==> src/rtl/pong_pkg.sv <==
// Shared constants for the Pong game logic and its support primitives.
package pong_pkg;

    // Coordinate and random-number widths
    localparam int unsigned X_POS_W   = 10;
    localparam int unsigned Y_POS_W   = 10;
    localparam int unsigned RND_NUM_W = 9;

    // Screen geometry (640x480 visible area)
    localparam int unsigned H_RES     = 640;
    localparam int unsigned V_RES     = 480;
    localparam int unsigned BORDER    = 8;

    // Sprite geometry
    localparam int unsigned PADDLE_W  = 8;
    localparam int unsigned PADDLE_H  = 48;
    localparam int unsigned BALL_SIDE = 8;

    // Movement speeds in pixels per strobe
    localparam int unsigned PC_SPEED     = 1;
    localparam int unsigned PLAYER_SPEED = 2;

    // LFSR defaults: x^9 + x^5 + 1, maximal length 511
    localparam logic [RND_NUM_W-1:0] LFSR_TAPS = RND_NUM_W'('h110);
    localparam logic [RND_NUM_W-1:0] LFSR_SEED = RND_NUM_W'('h001);

    // Strobe period in clock cycles
    function automatic int unsigned strobe_period(input int unsigned clk_hz,
                                                  input int unsigned strobe_hz);
        return clk_hz / strobe_hz;
    endfunction

endpackage

==> src/rtl/pong_prims_if.sv <==
// Rectangle-pair bus feeding the collision detector and carrying its result back.
interface pong_prims_if #(
    parameter int unsigned X_W = pong_pkg::X_POS_W,
    parameter int unsigned Y_W = pong_pkg::Y_POS_W
);
    logic [X_W-1:0] r1_left_i;
    logic [X_W-1:0] r1_right_i;
    logic [Y_W-1:0] r1_top_i;
    logic [Y_W-1:0] r1_bottom_i;
    logic [X_W-1:0] r2_left_i;
    logic [X_W-1:0] r2_right_i;
    logic [Y_W-1:0] r2_top_i;
    logic [Y_W-1:0] r2_bottom_i;
    logic           collision_o;

    modport master (
        output r1_left_i, r1_right_i, r1_top_i, r1_bottom_i,
        output r2_left_i, r2_right_i, r2_top_i, r2_bottom_i,
        input  collision_o
    );

    modport slave (
        input  r1_left_i, r1_right_i, r1_top_i, r1_bottom_i,
        input  r2_left_i, r2_right_i, r2_top_i, r2_bottom_i,
        output collision_o
    );
endinterface

==> src/rtl/random.sv <==
// Free-running Fibonacci LFSR; shifts left every cycle, feedback into bit 0.
module random
    import pong_pkg::*;
#(
    parameter int unsigned      RND_W = RND_NUM_W,
    parameter logic [RND_W-1:0] TAPS  = RND_W'(LFSR_TAPS),
    parameter logic [RND_W-1:0] SEED  = RND_W'(LFSR_SEED)
) (
    input  logic             clk_i,
    input  logic             rst_i,
    output logic [RND_W-1:0] rnd_num_o
);
    logic [RND_W-1:0] r_lfsr;
    logic             w_fb;

    // XOR of the tapped bits
    assign w_fb = ^(r_lfsr & TAPS);

    // LFSR state register
    always_ff @(posedge clk_i or negedge rst_i) begin
        if (!rst_i) begin
            r_lfsr <= SEED;
        end else begin
            r_lfsr <= {r_lfsr[RND_W-2:0], w_fb};
        end
    end

    assign rnd_num_o = r_lfsr;
endmodule

==> src/rtl/sprite_collision.sv <==
// Registered overlap test of two half-open rectangles; degenerate rectangles never hit.
module sprite_collision
    import pong_pkg::*;
#(
    parameter int unsigned X_W = X_POS_W,
    parameter int unsigned Y_W = Y_POS_W
) (
    input  logic           clk_i,
    input  logic           rst_i,
    input  logic [X_W-1:0] r1_left_i,
    input  logic [X_W-1:0] r1_right_i,
    input  logic [Y_W-1:0] r1_top_i,
    input  logic [Y_W-1:0] r1_bottom_i,
    input  logic [X_W-1:0] r2_left_i,
    input  logic [X_W-1:0] r2_right_i,
    input  logic [Y_W-1:0] r2_top_i,
    input  logic [Y_W-1:0] r2_bottom_i,
    output logic           collision_o
);
    logic w_r1_valid;
    logic w_r2_valid;
    logic w_overlap;
    logic r_collision;

    // A zero-area rectangle is excluded explicitly; the strict overlap terms alone would
    // still report a zero-width span lying inside the other rectangle.
    assign w_r1_valid = (r1_right_i > r1_left_i) && (r1_bottom_i > r1_top_i);
    assign w_r2_valid = (r2_right_i > r2_left_i) && (r2_bottom_i > r2_top_i);

    // Strict compares keep edges exclusive: touching rectangles do not overlap
    assign w_overlap = (r1_left_i < r2_right_i) && (r1_right_i > r2_left_i) &&
                       (r1_top_i < r2_bottom_i) && (r1_bottom_i > r2_top_i);

    // One-cycle registered result
    always_ff @(posedge clk_i or negedge rst_i) begin
        if (!rst_i) begin
            r_collision <= 1'b0;
        end else begin
            r_collision <= w_overlap && w_r1_valid && w_r2_valid;
        end
    end

    assign collision_o = r_collision;
endmodule

==> src/rtl/strobe_gen.sv <==
// Periodic one-cycle strobe: high while the phase counter holds PERIOD-1.
module strobe_gen
    import pong_pkg::*;
#(
    parameter int unsigned CLK_FREQ_HZ    = 50_000_000,
    parameter int unsigned STROBE_FREQ_HZ = 100
) (
    input  logic clk_i,
    input  logic rst_i,
    output logic strobe_o
);
    localparam int unsigned PERIOD = strobe_period(CLK_FREQ_HZ, STROBE_FREQ_HZ);
    localparam int unsigned CNT_W  = (PERIOD > 1) ? $clog2(PERIOD) : 1;

    logic [CNT_W-1:0] r_cnt;
    logic             r_strobe;
    logic             w_last;
    logic             w_pre_last;

    // Strobe is registered from the cycle before the wrap so it lines up with count PERIOD-1
    assign w_last     = (r_cnt == CNT_W'(PERIOD - 1));
    assign w_pre_last = (r_cnt == CNT_W'(PERIOD - 2));

    // Phase counter and registered strobe
    always_ff @(posedge clk_i or negedge rst_i) begin
        if (!rst_i) begin
            r_cnt    <= '0;
            r_strobe <= 1'b0;
        end else begin
            r_cnt    <= w_last ? '0 : r_cnt + CNT_W'(1);
            r_strobe <= w_pre_last;
        end
    end

    assign strobe_o = r_strobe;
endmodule

==> src/rtl/pong_prims.sv <==
// Pong support primitives: speed strobe, random source and collision detector.
module pong_prims
    import pong_pkg::*;
#(
    parameter int unsigned      CLK_FREQ_HZ    = 50_000_000,
    parameter int unsigned      STROBE_FREQ_HZ = 100,
    parameter int unsigned      RND_W          = RND_NUM_W,
    parameter logic [RND_W-1:0] TAPS           = RND_W'('h110),
    parameter logic [RND_W-1:0] SEED           = RND_W'('h001),
    parameter int unsigned      X_W            = X_POS_W,
    parameter int unsigned      Y_W            = Y_POS_W
) (
    input  logic             clk_i,
    input  logic             rst_i,
    pong_prims_if.slave      bus,
    output logic             strobe_o,
    output logic [RND_W-1:0] rnd_num_o
);
    logic w_collision;

    strobe_gen #(
        .CLK_FREQ_HZ   (CLK_FREQ_HZ),
        .STROBE_FREQ_HZ(STROBE_FREQ_HZ)
    ) u_strobe_gen (
        .clk_i   (clk_i),
        .rst_i   (rst_i),
        .strobe_o(strobe_o)
    );

    random #(
        .RND_W(RND_W),
        .TAPS (TAPS),
        .SEED (SEED)
    ) u_random (
        .clk_i    (clk_i),
        .rst_i    (rst_i),
        .rnd_num_o(rnd_num_o)
    );

    sprite_collision #(
        .X_W(X_W),
        .Y_W(Y_W)
    ) u_sprite_collision (
        .clk_i      (clk_i),
        .rst_i      (rst_i),
        .r1_left_i  (bus.r1_left_i),
        .r1_right_i (bus.r1_right_i),
        .r1_top_i   (bus.r1_top_i),
        .r1_bottom_i(bus.r1_bottom_i),
        .r2_left_i  (bus.r2_left_i),
        .r2_right_i (bus.r2_right_i),
        .r2_top_i   (bus.r2_top_i),
        .r2_bottom_i(bus.r2_bottom_i),
        .collision_o(w_collision)
    );

    assign bus.collision_o = w_collision;
endmodule

==> src/flat_wrapper.sv <==
// flat-port wrapper written by rule: the top's interface ports become plain ports
module pong_prims_flat import pong_pkg::*;
#(
    parameter int unsigned      CLK_FREQ_HZ    = 50_000_000,
    parameter int unsigned      STROBE_FREQ_HZ = 100,
    parameter int unsigned      RND_W          = RND_NUM_W,
    parameter logic [RND_W-1:0] TAPS           = RND_W'('h110),
    parameter logic [RND_W-1:0] SEED           = RND_W'('h001),
    parameter int unsigned      X_W            = X_POS_W,
    parameter int unsigned      Y_W            = Y_POS_W
)
  (clk_i, rst_i, strobe_o, rnd_num_o, bus_r1_left_i, bus_r1_right_i, bus_r1_top_i, bus_r1_bottom_i, bus_r2_left_i, bus_r2_right_i, bus_r2_top_i, bus_r2_bottom_i, bus_collision_o);
  pong_prims_if #(.X_W(X_W), .Y_W(Y_W)) bus_i ();
  input  logic clk_i;
  input  logic rst_i;
  output logic strobe_o;
  output logic [RND_W-1:0] rnd_num_o;
  input wire logic [$bits(bus_i.r1_left_i)-1:0] bus_r1_left_i;
  input wire logic [$bits(bus_i.r1_right_i)-1:0] bus_r1_right_i;
  input wire logic [$bits(bus_i.r1_top_i)-1:0] bus_r1_top_i;
  input wire logic [$bits(bus_i.r1_bottom_i)-1:0] bus_r1_bottom_i;
  input wire logic [$bits(bus_i.r2_left_i)-1:0] bus_r2_left_i;
  input wire logic [$bits(bus_i.r2_right_i)-1:0] bus_r2_right_i;
  input wire logic [$bits(bus_i.r2_top_i)-1:0] bus_r2_top_i;
  input wire logic [$bits(bus_i.r2_bottom_i)-1:0] bus_r2_bottom_i;
  output wire logic [$bits(bus_i.collision_o)-1:0] bus_collision_o;
  assign bus_i.r1_left_i = bus_r1_left_i;
  assign bus_i.r1_right_i = bus_r1_right_i;
  assign bus_i.r1_top_i = bus_r1_top_i;
  assign bus_i.r1_bottom_i = bus_r1_bottom_i;
  assign bus_i.r2_left_i = bus_r2_left_i;
  assign bus_i.r2_right_i = bus_r2_right_i;
  assign bus_i.r2_top_i = bus_r2_top_i;
  assign bus_i.r2_bottom_i = bus_r2_bottom_i;
  assign bus_collision_o = bus_i.collision_o;
  pong_prims #(.CLK_FREQ_HZ(CLK_FREQ_HZ), .STROBE_FREQ_HZ(STROBE_FREQ_HZ), .RND_W(RND_W), .TAPS(TAPS), .SEED(SEED), .X_W(X_W), .Y_W(Y_W)) u_core (.clk_i(clk_i), .rst_i(rst_i), .bus(bus_i), .strobe_o(strobe_o), .rnd_num_o(rnd_num_o));
endmodule
==> config.mk <==
export PLATFORM = sky130hd
export DESIGN_NAME = pong_prims_flat
export DESIGN_NICKNAME = d
export VERILOG_FILES = /design/src/rtl/pong_pkg.sv /design/src/rtl/pong_prims_if.sv /design/src/rtl/random.sv /design/src/rtl/sprite_collision.sv /design/src/rtl/strobe_gen.sv /design/src/rtl/pong_prims.sv /design/src/flat_wrapper.sv
export SDC_FILE = /design/constraint.sdc
export NUM_CORES = 1
export LEC_CHECK = 0
export ABC_CLOCK_PERIOD_IN_PS = 1950
export BUFFER_PORTS_ARGS = -buffer_cell sky130_fd_sc_hd__buf_2
export CAP_MARGIN = 10
export CELL_PAD_IN_SITES_DETAIL_PLACEMENT = 1
export CELL_PAD_IN_SITES_GLOBAL_PLACEMENT = 2
export CORE_AREA = 10 10 121 112
export CTS_BUF_LIST = sky130_fd_sc_hd__clkbuf_4
export CTS_CLUSTER_SIZE = 20
export DETAILED_ROUTE_END_ITERATION = 10
export DIE_AREA = 0 0 131 122
export PLACE_DENSITY_LB_ADDON = 0.1
export RECOVER_POWER = 25
export SKIP_LAST_GASP = 1
export SYNTH_ARGS = -nofsm -noshare
export SYNTH_HDL_FRONTEND = slang
export SYNTH_HIERARCHICAL = 1
export SYNTH_SLANG_ARGS = --single-unit
==> constraint.sdc <==
create_clock -name clk_i -period 1.95 [get_ports clk_i]
set_input_delay 0.39 -clock clk_i [delete_from_list [all_inputs] [get_ports clk_i]]
set_output_delay 0.39 -clock clk_i [all_outputs]
set_load 0.02 [all_outputs]
* Yosys cells after proc, flatten, opt, wreduce, memory -nomap -nowiden
Cells that the tools add are included.
** Cells by class
- $add $sub $neg :: 1
- Magnitude comparators :: 8
- Eq/ne operators :: 2
- Mux-type cells :: 1
- Reductions and logical operators :: 8
** Operator list (number)
- greater-than comparator 10 bit :: 6
- == test 19 bit, second input constant :: 2
- < comparator 10 bit :: 2
- adder 19 x 1 -> 19 bit, second input constant :: 1
- 2-to-1 mux 19 bit :: 1
- XOR reduction 9 bit :: 1
- logical AND 1 bit :: 7
** Word-level totals
- Bits in registers :: 30

* Logic depth before layout (Yosys ltp)
Gate-level depths: netlist of run 1.
- Depth after elaboration :: 6
- Mapped depth :: 8
- Mapped depth without buffers :: 8

* Modules after synthesis
The synthesis of run 1 kept the hierarchy.
** By module, submodules not included
- sprite_collision :: instances 1, cells an instance 257, area an instance 1953.1 µm², seq. area each 25.0 µm²
- strobe_gen :: instances 1, cells an instance 103, area an instance 1074.8 µm², seq. area each 500.5 µm²
- random :: instances 1, cells an instance 10, area an instance 235.2 µm², seq. area each 226.5 µm²

* Least setup slack after synthesis of run 1
OpenSTA, ideal clock, no wires.
- Kind :: input to register
- From :: in bus_r2_top_i[5]
- To :: reg u_core.u_sprite_collision.r_collision (netlist: u_core/u_sprite_collision/collision_o)
- Setup time :: 66 ps
- Data arrival time :: 1750 ps
- Required time :: 1884 ps
- Path slack :: 134 ps
- Cell stages on the path :: 8
- Path through :: inv_1 > ha_1 > nand4_2 > nor3_2 > nor4_2 > nand3_1 > a2111oi_2 > o311a_1
** Between the ends
- Word-level cells in the longest chain between the ends :: 4
** Ends and longest elaborated chain
- from (decl) :: RTL line flat_wrapper.sv:24 : input wire logic [$bits(bus_i.r2_top_i)-1:0] bus_r2_top_i;
- greater-than comparator 10 bit :: RTL line sprite_collision.sv:32 : (r1_top_i < r2_bottom_i) && (r1_bottom_i > r2_top_i);
- logical AND 1 bit :: RTL line sprite_collision.sv:32
- logical AND 1 bit :: RTL line sprite_collision.sv:39 : r_collision <= w_overlap && w_r1_valid && w_r2_valid;
- logical AND 1 bit (*) :: RTL line sprite_collision.sv:39
- to (signal assigned) :: RTL line sprite_collision.sv:39
- to (decl) :: RTL line sprite_collision.sv:23 : logic r_collision;
Mark *: on every way between the ends. The rest lies on a longest branch, timed or not.

* Final worst setup path of run 1
- From :: in bus_r1_top_i[8]
- To :: reg u_core.u_sprite_collision.r_collision (netlist: u_core/u_sprite_collision/collision_o)
** Between the ends
- Word-level cells in the longest chain between the ends :: 5
** Ends and longest elaborated chain
- from (decl) :: RTL line flat_wrapper.sv:20 : input wire logic [$bits(bus_i.r1_top_i)-1:0] bus_r1_top_i;
- < comparator 10 bit :: RTL line sprite_collision.sv:32
- logical AND 1 bit :: RTL line sprite_collision.sv:31 : assign w_overlap = (r1_left_i < r2_right_i) && (r1_right_i > r2_left_i) &&
- logical AND 1 bit :: RTL line sprite_collision.sv:32
- logical AND 1 bit (*) (2 in a row) :: RTL line sprite_collision.sv:39
Marked as above.

==> results.ini, run 1 <==
[outcome]
run_status=complete, but fails checks
violated_checks=capacitance limit, slew limit

[critical_path]
critPathLaunchType=input port
worstPathCellList=buf_2, inv_1, ha_1, nand4_1, nor2_1, a311oi_2, nand3_1, a2111oi_2, o311a_1
cp_max_fo=2
slowest_stage_cell_on_the_critical_path=sky130_fd_sc_hd__a2111oi_2
crit_required_ps=2210
critical_path_max_stage_delay_ps=360
cp_top_family=compound AO/OA/AOI/OAI gates
endpoint_kind=flip-flop
arrival_ps=2010
cp_num_buf_inv=2
path_class=input port to flip-flop

[placed_design]
place_congestion=0.8114
placement.io_buffers=92
post-dp-hpwl_um=9054

[sta]
worst-slew-pin-transition_ps=1602
unrepaired_setup_endpoints_after_global_routing=false
maxSlewViolCount=31
worst_slew_margin_rel_pct=-6.801
max_clock_freq_ghz=0.5722
layout_min_cycle_time_ps=1747
finalHoldViolations=0
min_period_over_period_pct=89.61
clock_skew_ps=14.47
finalSetupViolCount=0

[global_route]
largest_net_degree_at_the_start_of_global_routing=31
global_route_total_usage_across_every_layer_pct=12.86
number_of_global_route_vias_before_repair=3496
globalRouteOverflowTotal=0
wire_length_of_the_first_global_routing_pass_um=16640
grt_antenna_before_repair=2

[cells_and_area]
final-seq-area_sq_um=752.0
fin_util_pct=37.66
nFillCells=1374
post_route_cells_drive_above_1_share_pct=30.46
nets=660
area_delta_synth_final_pct=28.76
multiInputGateArea_sq_um=2236

[floorplanning]
core-area_sq_um=11160
floorplan.initialDensity_pct=29.25
die_w_um=131
dieArea_sq_um=15980
die-height_um=122
ios=93
floorplan.rows=37

[cts]
cts.hold.buffers_added=0
ctsRootBufferMaster=sky130_fd_sc_hd__clkbuf_4
path_clk_slew_ps=90
cts_inserted_buffers=5
postCtsSetupBuffers=0
clkLatencyLatePin_ps=330
clockBufferDepth=2
postCtsResizedCells=0
cts.htree.levels=2
clkSinkCount=30
tritoncts=yes

[route]
route.detailed.drc=0
num_vias=3048
drt-initial-drc-count=129
post_drt_via_cell_ratio=4.646
postRouteAntennaNets=0
avgRoutedWirePerCell_um=15.22
finalWirelength_um=9986
drt_pass1_iterations=4

[yosys]
synth_fp_nets=532
synth-main-ff-cell=sky130_fd_sc_hd__dfrtp_1
async_flop_share_pct=100.0
synthCells=370
synth-edff-count=0
yosysSeqAreaShare_pct=23.04
post-synth-top-area-fraction_pct=30.67
yosys_register_bits=30
post_synthesis_cell_area_sq_um=3263
yosys_warnings=6
synthesis.area_per_instance_sq_um=8.819
synth.area.top_cells=sky130_fd_sc_hd__ha_1 (31%), sky130_fd_sc_hd__dfrtp_1 (22%), sky130_fd_sc_hd__inv_1 (7.6%)
yosysMostFrequentCell=sky130_fd_sc_hd__ha_1
netlist_top_cells_count=sky130_fd_sc_hd__ha_1 (80), sky130_fd_sc_hd__inv_1 (66), sky130_fd_sc_hd__dfrtp_1 (29)
post_synth_num_cell_types=49
synth_top_cell_by_area=sky130_fd_sc_hd__ha_1

[hold_path]
hold_class=flip-flop to flip-flop

[pwr]
max_rail_drop_vdd_mv=0.1604
p_total_mw=1.541
cellLeakagePower_nw=2.377
power_density_nw_per_um2=366.8

[job]
cap_violations=1

-- layout make-up --
cell class,instances,area share (%)
Antenna cell,1,0.05956
Clock buffer,5,0.8934
Clock inverter,3,0.3871
Inverter,66,5.896
Multi-Input combinational cell,269,53.22
Sequential cell,30,17.90
Tap cell,156,4.646
Timing Repair Buffer,126,17.00
-- report_power, final --
part	internal, mW	total, mW	switching (mW)
Clock	0.134	0.351	0.217
Combinational	0.280	0.568	0.288
Sequential	0.622	0.622	0.0000139
Total	1.04	1.54	0.505
-- metrics by stage --
step / cell area, sq um / TNS [ps] / setup slack [ps] / hold slack, ps / instances
global placement: 4146 / -109.1 / -109.1 / 356.3 / 647
detailed placement: 4146 / -127.2 / -127.2 / 360.8 / 647
finish: 4202 / 0 / 202.5 / 382.8 / 656
floorplan: 3263 / 0 / 133.8 / 94.41 / 370
global route: 4199 / 0 / 110.6 / 400.1 / 655
CTS: 4200 / 0 / 211.2 / 100.5 / 655
-- cell usage in the layout, fill, tap and decap left out, types with 2 or more instances in the layout --
master	n
sky130_fd_sc_hd__o21ai_0	8
sky130_fd_sc_hd__buf_4	34
sky130_fd_sc_hd__dfrtp_1	29
sky130_fd_sc_hd__ha_1	80
sky130_fd_sc_hd__nand2b_1	3
sky130_fd_sc_hd__nor2_1	17
sky130_fd_sc_hd__a21oi_1	27
sky130_fd_sc_hd__nand4_1	16
sky130_fd_sc_hd__inv_1	66
sky130_fd_sc_hd__nor3_2	2
sky130_fd_sc_hd__nor3_1	9
sky130_fd_sc_hd__nand3_1	9
sky130_fd_sc_hd__o211ai_1	2
sky130_fd_sc_hd__nor4_1	6
sky130_fd_sc_hd__buf_2	91
sky130_fd_sc_hd__nor4_2	4
sky130_fd_sc_hd__o21bai_1	2
sky130_fd_sc_hd__xnor2_1	9
sky130_fd_sc_hd__nor4b_1	2
sky130_fd_sc_hd__and2_1	2
sky130_fd_sc_hd__a21o_1	11
sky130_fd_sc_hd__clkbuf_4	5
sky130_fd_sc_hd__xor2_1	6
sky130_fd_sc_hd__nand4_2	4
sky130_fd_sc_hd__a211oi_1	5
sky130_fd_sc_hd__nand2_1	22
-- cell families after synthesis --
family / count (synthesis) / share of synthesized area (%)
flops: 30 / 23.04
fa+ha+maj: 80 / 30.67
buf+inv: 71 / 8.436
compound gates: 64 / 13.00
xor+xnor: 15 / 4.026
simple gates: 109 / 20.51
mux: 1 / 0.3068
-- state kept, by name (all words and copies together), names as in the netlist --
signal and cells:
u_core/u_strobe_gen/r_cnt 19, u_core/u_sprite_collision/collision_o 1, u_core/u_random/rnd_num_o 9, u_core/u_strobe_gen/strobe_o 1
-- routing by layer --
metal | GRT usage [%] | wire [um] | vias up
met5 | 0 | 7 | -
met2 | 23.07 | 5062 | 49
met1 | 15.45 | 4344 | 1415
met3 | 2.953 | 504 | 7
met4 | 2.083 | 68 | 2
li1 | - | - | 1575
-- final timing paths --
kind | cells past startpoint | to | start | slack [ps]
setup / recovery | 9 | u_core/u_sprite_collision/collision_o$_DFF_PN0_ | bus_r1_top_i[8] | 200
min in group asynchronous | 1 | u_core/u_strobe_gen/r_cnt[13]$_DFF_PN0_ | rst_i | 440
max in group asynchronous | 1 | u_core/u_strobe_gen/r_cnt[3]$_DFF_PN0_ | rst_i | 560
hold reg to reg | 0 | u_core/u_random/rnd_num_o[8]$_DFF_PN0_ | u_core/u_random/rnd_num_o[7]$_DFF_PN0_ | 380
hold / removal | 0 | u_core/u_random/rnd_num_o[8]$_DFF_PN0_ | u_core/u_random/rnd_num_o[7]$_DFF_PN0_ | 380
setup reg to reg | 5 | u_core/u_strobe_gen/r_cnt[18]$_DFF_PN0_ | u_core/u_strobe_gen/r_cnt[0]$_DFF_PN0_ | 250
No activity file was read; power rests on OpenSTA's default activity.
==> inputs of run 2 (changes only) <==
--- a/config.mk
+++ b/config.mk
@@ -6,7 +6,7 @@
 export NUM_CORES = 1
 export LEC_CHECK = 0
 export ABC_CLOCK_PERIOD_IN_PS = 1950
-export BUFFER_PORTS_ARGS = -buffer_cell sky130_fd_sc_hd__buf_2
+export BUFFER_PORTS_ARGS = -buffer_cell sky130_fd_sc_hd__buf_4
 export CAP_MARGIN = 10
 export CELL_PAD_IN_SITES_DETAIL_PLACEMENT = 1
 export CELL_PAD_IN_SITES_GLOBAL_PLACEMENT = 2
==> run 2 against run 1 <==
Compared with the run above: the flow now finishes without violations; combinational power grew 8.5%; fmax grew 2.4%; hold slack lost 2.2 ps; sequential share of layout area shrank 0.87 points; sequential power is essentially flat; critical path type unchanged; highest routed layer is now met4.
==> results.ini, run 2 (synthesized netlist as in run 1, its figures left out) <==
[outcome]
run_status=complete, no violations

[cts]
clkSinkCount=30
postCtsResizedCells=0
path_clk_slew_ps=100
cts.htree.levels=2
cts.hold.buffers_added=1
tritoncts=yes
cts_inserted_buffers=5
clkLatencyLatePin_ps=320
postCtsSetupBuffers=0
ctsRootBufferMaster=sky130_fd_sc_hd__clkbuf_4
clockBufferDepth=2

[sta]
unrepaired_setup_endpoints_after_global_routing=false
finalSetupViolCount=0
finalHoldViolations=0
layout_min_cycle_time_ps=1706
min_period_over_period_pct=87.48
maxSlewViolCount=0
clock_skew_ps=12.83
tns_ps=0
worst-slew-pin-transition_ps=764.7
max_clock_freq_ghz=0.5862
fin_ws_ps=244.1
worst_slew_margin_rel_pct=49.02

[hold_path]
hold_class=flip-flop to flip-flop
min_path_cells=0
hold-path-endpoint=u_core/u_random/rnd_num_o[8]$_DFF_PN0_
min-delay-start=u_core/u_random/rnd_num_o[7]$_DFF_PN0_

[route]
avgRoutedWirePerCell_um=15.71
post_drt_via_cell_ratio=4.688
finalWirelength_um=10260
drt-initial-drc-count=72
route.detailed.drc=0
drt_pass1_iterations=4
postRouteAntennaNets=0
num_vias=3061

[critical_path]
endpoint_kind=flip-flop
cp_max_fo=3
crit-reg2reg-launch=u_core/u_strobe_gen/r_cnt[1]$_DFF_PN0_
path_class=input port to flip-flop
critPathLaunchType=input port
worstRegToRegCells=5
crit-reg2reg-capture=u_core/u_strobe_gen/r_cnt[18]$_DFF_PN0_
reg2reg_setup_slack_ps=250
arrival_ps=1960
crit_required_ps=2210

[cells_and_area]
final-seq-area_sq_um=752.0
max_flop_register=u_core/u_strobe_gen/r_cnt
area_delta_synth_final_pct=35.31
insertedDiodeCount=0
mostFrequentLayoutCell=sky130_fd_sc_hd__buf_4
multiInputGateArea_sq_um=2236
fin_util_pct=39.58
largest_register_ff_count=19
nets=658
nFillCells=1357
post_route_cells_drive_above_1_share_pct=29.98
layout_common_cells=sky130_fd_sc_hd__buf_4 (122), sky130_fd_sc_hd__ha_1 (80), sky130_fd_sc_hd__inv_1 (66)

[floorplanning]
floorplan.initialDensity_pct=29.25
die-height_um=122
floorplan.rows=37
dieArea_sq_um=15980
die_w_um=131
core-area_sq_um=11160
ios=93

[global_route]
grt_antenna_before_repair=0
globalRouteOverflowTotal=0
largest_net_degree_at_the_start_of_global_routing=31
number_of_global_route_vias_before_repair=3567
global_route_total_usage_across_every_layer_pct=13.14
wire_length_of_the_first_global_routing_pass_um=17060

[job]
cap_violations=0

[placed_design]
post-place-ws_ps=-105.0
place_congestion=0.8095
placement.io_buffers=92
post-dp-hpwl_um=9372

[pwr]
p_total_mw=1.595
power_density_nw_per_um2=361.2
max_rail_drop_vdd_mv=0.1413
cellLeakagePower_nw=2.437

[run 2: power breakdown]
group | internal (mW) | switching [mW]
sequential | 0.622 | 0.0000218
combinational | 0.325 | 0.292
clock | 0.134 | 0.223
total | 1.08 | 0.515
[run 2: metal layers]
layer / vias to the layer above / part of all wire (%) / global-route usage, %
met3: 6 / 4.8 / 2.909
met1: 1430 / 43 / 15.30
met4: 0 / 0.80 / 2.569
li1: 1569 / - / -
met2: 56 / 51 / 24.05
met5: - / 0 / 0
[run 2: critical path, stage by stage]
cell	delay, ps
sky130_fd_sc_hd__buf_4	110
sky130_fd_sc_hd__inv_1	80
sky130_fd_sc_hd__ha_1	260
sky130_fd_sc_hd__nand4_1	140
sky130_fd_sc_hd__nor4_1	80
sky130_fd_sc_hd__nor4_2	240
sky130_fd_sc_hd__nand3_1	110
sky130_fd_sc_hd__a2111oi_2	340
sky130_fd_sc_hd__o311a_1	200
[run 2: stage by stage]
| stage | hold WS [ps] | cells | area, sq um |
|---|---|---|---|
| 2_1_floorplan | 94.41 | 370 | 3263 |
| 4_1_cts | 375.7 | 653 | 4418 |
| 5_1_grt | 401.1 | 653 | 4415 |
| 3_3_place_gp | 344.9 | 644 | 4354 |
| 3_5_place_dp | 348.9 | 644 | 4354 |
| 6_report | 380.6 | 653 | 4415 |
[run 2: final cells by class]
cell class                      count  area share [%]
Multi-Input combinational cell    269           50.64
Timing Repair Buffer              124           21.08
Sequential cell                    30           17.03
Inverter                           66           5.611
Tap cell                          156           4.421
Clock buffer                        5          0.8501
Clock inverter                      3          0.3684
[run 2: how the worst max path moves through the flow]
stage	from	endpoint	slack [ps]	depth (start not counted)
floorplan	bus_r2_top_i[5]	u_core/u_sprite_collision/collision_o$_DFF_PN0_	130	8
finish	bus_r2_left_i[5]	u_core/u_sprite_collision/collision_o$_DFF_PN0_	240	9
global placement	bus_r1_top_i[9]	u_core/u_sprite_collision/collision_o$_DFF_PN0_	-90	9
global route	bus_r2_left_i[5]	u_core/u_sprite_collision/collision_o$_DFF_PN0_	110	9
CTS	u_core/u_strobe_gen/r_cnt[1]$_DFF_PN0_	u_core/u_strobe_gen/r_cnt[18]$_DFF_PN0_	230	5
detailed placement	bus_r2_left_i[5]	u_core/u_sprite_collision/collision_o$_DFF_PN0_	-100	9
